**config.mk**
```make
export PLATFORM = sky130hd
export DESIGN_NAME = ebpf_adder_arbiter
export DESIGN_NICKNAME = d
export VERILOG_FILES = /design/src/rtl/ebpf_adder_arbiter.sv
export SDC_FILE = /design/constraint.sdc
export NUM_CORES = 1
export LEC_CHECK = 0
export ABC_AREA = 1
export CORE_AREA = 2 2 242 244
export CTS_CLUSTER_DIAMETER = 60
export CTS_CLUSTER_SIZE = 14
export DETAILED_ROUTE_END_ITERATION = 12
export DIE_AREA = 0 0 244 246
export SYNTH_ARGS = -nofsm -noshare
export SYNTH_HDL_FRONTEND = slang
export SYNTH_SLANG_ARGS = --single-unit
```
**constraint.sdc**
```tcl
create_clock -name clk -period 6.55 [get_ports clk]
set_clock_uncertainty 0.15 [all_clocks]
set_input_delay 1.31 -clock clk [delete_from_list [all_inputs] [get_ports clk]]
set_output_delay 1.31 -clock clk [all_outputs]
set_load 0.03 [all_outputs]
```
**src/rtl/ebpf_adder_arbiter.sv**
```systemverilog
// Round-robin arbiter sharing one 64-bit adder among NUM_REQ requesters; 1-cycle latency into a single output register.
// Backpressure: when the register is full and rsp_ready is low, every req_ready is 0 and all outputs hold.
module ebpf_adder_arbiter #(
    parameter int NUM_REQ = 4,
    parameter int ID_W    = 2
) (
    input  logic                    clk,
    input  logic                    rst,
    input  logic [NUM_REQ-1:0]      req_valid,
    output logic [NUM_REQ-1:0]      req_ready,
    input  logic [NUM_REQ*64-1:0]   req_a,
    input  logic [NUM_REQ*64-1:0]   req_b,
    input  logic [NUM_REQ-1:0]      req_alu32,
    output logic                    rsp_valid,
    input  logic                    rsp_ready,
    output logic [ID_W-1:0]         rsp_id,
    output logic [63:0]             rsp_data,
    output logic                    rsp_carry,
    output logic [31:0]             op_count
);

    logic [ID_W-1:0] rr;
    logic [ID_W-1:0] grant;
    logic            found;
    logic            can_accept;
    logic            accept;
    logic [ID_W:0]   cand;
    logic [63:0]     sel_a;
    logic [63:0]     sel_b;
    logic            sel_alu32;
    logic [32:0]     sum32;
    logic [64:0]     sum;

    assign can_accept = !rsp_valid || rsp_ready;
    assign accept     = found && can_accept && !rst;

    // First valid index in the rotated order rr, rr+1, ..., rr-1.
    always_comb begin
        grant = '0;
        found = 1'b0;
        cand  = '0;
        for (int k = 0; k < NUM_REQ; k++) begin
            cand = {1'b0, rr} + (ID_W+1)'(k);
            if (cand >= (ID_W+1)'(NUM_REQ))
                cand = cand - (ID_W+1)'(NUM_REQ);
            if (!found && req_valid[cand[ID_W-1:0]]) begin
                found = 1'b1;
                grant = cand[ID_W-1:0];
            end
        end
    end

    always_comb begin
        req_ready = '0;
        if (accept)
            req_ready[grant] = 1'b1;
    end

    always_comb begin
        sel_a     = '0;
        sel_b     = '0;
        sel_alu32 = 1'b0;
        for (int i = 0; i < NUM_REQ; i++) begin
            if (grant == ID_W'(i)) begin
                sel_a     = req_a[i*64 +: 64];
                sel_b     = req_b[i*64 +: 64];
                sel_alu32 = req_alu32[i];
            end
        end
    end

    // ALU32 mode zero-extends the low-word sum; its carry is bit 32.
    always_comb begin
        sum32 = {1'b0, sel_a[31:0]} + {1'b0, sel_b[31:0]};
        if (sel_alu32)
            sum = {sum32[32], 32'b0, sum32[31:0]};
        else
            sum = {1'b0, sel_a} + {1'b0, sel_b};
    end

    always_ff @(posedge clk or posedge rst) begin
        if (rst) begin
            rr        <= '0;
            rsp_valid <= 1'b0;
            rsp_id    <= '0;
            rsp_data  <= '0;
            rsp_carry <= 1'b0;
            op_count  <= '0;
        end else begin
            if (accept) begin
                rsp_valid <= 1'b1;
                rsp_id    <= grant;
                rsp_data  <= sum[63:0];
                rsp_carry <= sum[64];
                op_count  <= op_count + 32'd1;
                rr        <= (grant == ID_W'(NUM_REQ-1)) ? '0 : grant + ID_W'(1);
            end else if (rsp_ready) begin
                rsp_valid <= 1'b0;
            end
        end
    end

endmodule

```
==> key figures <==
Worst hold path
  – Worst min-delay path category: flop to flop

Setup path
  – R2R Setup Slk: 1.30 ns
  – Critical Path Stages: 29
  – Crit end category: flop
  – Crit-path max cell delay: 0.45 ns
  – Slowest-stage cell, CP: ha_1
  – Crit path max-delay family: simple AND/OR/NAND/NOR gates
  – Worst EP required: around 6.6 ns
  – R2R depth: 28
  – Startpoint Class: input pin
  – CP Max Fanout: 37
  – Critical Path AT: roughly 6.1 ns
  – CP startpoint: req_valid[1]
  – Setup CP Type: input pin to flop
  – R2r endpoint: rsp_data[62]
  – WP buf/inv: 6
  – Crit path to: rsp_data[62]
  – Cell mode on critical path: nand2_1
  – Reg2Reg Launch Point: rr[0]

Clock tree
  – CTS tree: done
  – Root Buffer Master: clkbuf_16
  – Later-pin clock latency in the skew report: about 0.36 ns
  – CTS H-tree lvls: 3
  – Max Buffers Root-to-Sink: 2
  – Post-CTS Hold Buffers: 0
  – CTS Sinks: approximately 100
  – Postcts setup bufs: 0
  – CTS Buf Count: 9
  – Worst-path clk slew: approximately 0.070 ns

Timing
  – Fin crit period: just over 6 ns
  – Setup TNS: 0 ns
  – Max transition margin: a little over half
  – Worst slew pin tran: a little over 0.7 ns
  – Period utilization: just over 90%
  – Final setup viols: 0
  – Fmax: 165 MHz
  – Final hold violation count: 0
  – Final Slew Violations: 0
  – RSZ-0062 raised after global routing: false

Run
  – Max-Cap Viols: 0

Synth
  – Count leader, synth: nand2_1
  – Synth top area share: between 20% and 30%
  – Seq/Total Area, Yosys: between 10% and 20%
  – Synth warn: 0
  – Synth Instances: 2542
  – Top cells by area, synth: nand2_1 26%, dfrtp_1 18%, inv_1 9.7%
  – Synth unique cells: 36
  – Mapped Nets: 3135
  – EDFF count, synth: 0
  – Async SR Flop Fraction: 100%
  – Mapped Area: 14000 µm²
  – Main flop type after synthesis: dfrtp_1
  – Synth Register Bits: slightly above 100
  – Area leader, netlist: nand2_1
  – Syn avg cell area: 5.50 µm²
  – Synth top cells by count: 954 x nand2_1, 361 x inv_1, 286 x nor2_1

Global route
  – Total gr overflow: 0
  – First-pass GRT wire length: roughly 110 mm
  – Initial antenna violation count: 16
  – Vias in the first global route: between 15000 and 20000
  – Largest net degree at the start of global routing: 80
  – GRT Overall Usage: roughly a quarter

Floorplan
  – CORE AREA: around 57000 µm²
  – Chip width: ~240 µm
  – Chip height: 246 µm
  – Initial Util: between 20% and 30%
  – IO Count: approximately 630
  – Die area: ~60000 µm²
  – Core Rows: a little under 90

Routing
  – Initial DRC count: between 1000 and 1500
  – Vias post-DR: 18300
  – Drt wl/cell: between 20 and 25 µm
  – Routed wire length: just under 80 mm
  – Routed Antenna Nets: 0
  – Pre-antenna DRT Iters: 6
  – Post-route DRC: 0
  – Vias per cell: about 4.7

Place
  – Hpwl dp: between 60 and 70 mm
  – Port bufs: roughly 630
  – GP Congestion: between 0.9 and 1

Finish
  – Area Overhead vs Synth: 54.8%
  – Fillers: approximately 6400
  – Footprint of the multi-input gates: approximately 9600 µm²
  – Register area: between 2000 and 3000 µm²
  – Layout cells sized above 1: roughly 2.9%
  – Layout Nets: around 3700

Outcome
  – Outcome: completed
==> kinds of logic (layout without fill, tap and decap cells) <==
group / count (synthesis) / count (layout) / share of synthesized area [%]
adder cells (fa/ha/maj): 70 / 70 / 6.31
XOR/XNOR: 61 / 61 / 3.82
AND/OR/NAND/NOR: 1402 / 1402 / 39.5
AO/OA/AOI/OAI: 440 / 440 / 18.9
flip-flops: 102 / 102 / 18.2
buffers and inverters: 467 / 1064 / 13.2
other: 0 / 7 / 0
==> through the flow <==
stage	utilization, %	cell area (µm²)	hold slack [ns]	instances	setup WS [ns]
6_report	37.7	21700	0.338	3911	0.499
5_1_grt	37.7	21700	0.362	3911	0.0152
4_1_cts	37.7	21600	0.342	3904	0.540
3_5_place_dp	37.2	21300	0.314	3889	0.187
3_3_place_gp	37.2	21300	0.314	3889	0.129
2_1_floorplan	-	14000	0.410	2542	0.500
==> placed cells by master, fill, tap and decap left out, types with 2 or more instances in the layout <==
cell type          n
buf_12            10
a21oi_2            2
dfrtp_1          102
clkbuf_16          9
xor2_1            21
o21ai_0          125
o31ai_1           31
buf_4             50
nor2_1           286
ha_2               3
inv_6              3
a22oi_1           98
inv_4              2
nand4_1           14
clkdlybuf4s50_1  626
nor3_1            25
diode_2            7
o21ai_1           14
nor4_1             3
nand3b_1           8
ha_1              65
nand3_1          106
inv_1            358
xnor2_1           40
nand2_1          954
clkinvlp_4         3
a221oi_1          30
a21oi_1          137
==> per-layer routing <==
layer / vias up / GRT usage (%) / wire [µm]
met5: - / 0 / 69
met4: 12 / 10.0 / 3120
met3: 119 / 4.72 / 4580
met2: 665 / 46.9 / 39500
met1: 8258 / 29.1 / 31500
li1: 9272 / - / -
==> sequential cells by signal (all words and copies together) (netlist names) <==
name,count
rsp_data,64
op_count,32
rr,2
rsp_id,2
rsp_carry,1
rsp_valid,1
==> cell type report <==
type                            count  share of cell area (%)
Tap cell                          765                    4.42
Timing Repair Buffer              686                    31.6
Inverter                          363                    6.36
Clock inverter                      5                   0.196
Sequential cell                   102                    11.8
Multi-Input combinational cell   1973                    44.4
Antenna cell                        7                  0.0809
Clock buffer                       10                    1.10
==> what timing repair did <==
| action | in CTS | in global routing |
|---|---|---|
| hold endpoints to repair | 0 | 0 |
| gates resized for setup | 0 | 2 |
| endpoints found under the setup margin | 0 | 1 |
==> worst min-delay path by stage <==
stage                      start      endpoint  slack [ns]  cells past startpoint
finish              rsp_data[35]  rsp_data[35]        0.34                      2
global route        rsp_data[14]  rsp_data[14]        0.36                      2
CTS                 rsp_data[45]  rsp_data[45]        0.34                      2
detailed placement  rsp_data[45]  rsp_data[45]        0.31                      2
global placement    rsp_data[45]  rsp_data[45]        0.31                      2
floorplan                  rr[1]         rr[1]        0.41                      2
==> worst reg2reg max path: cells and delay by family (launching register included) <==
kind / cells / cell delay, ns
and+or+nand+nor: 15 / 1.83
DFF: 1 / 0.52
AOI/OAI and AO/OA: 6 / 1.35
buffers and inverters: 5 / 0.67
adders and majority gates: 2 / 0.62
Power is left out: the tool's default activity adds up to more than one toggle a clock period on the data nets, which glitch-free logic cannot reach.
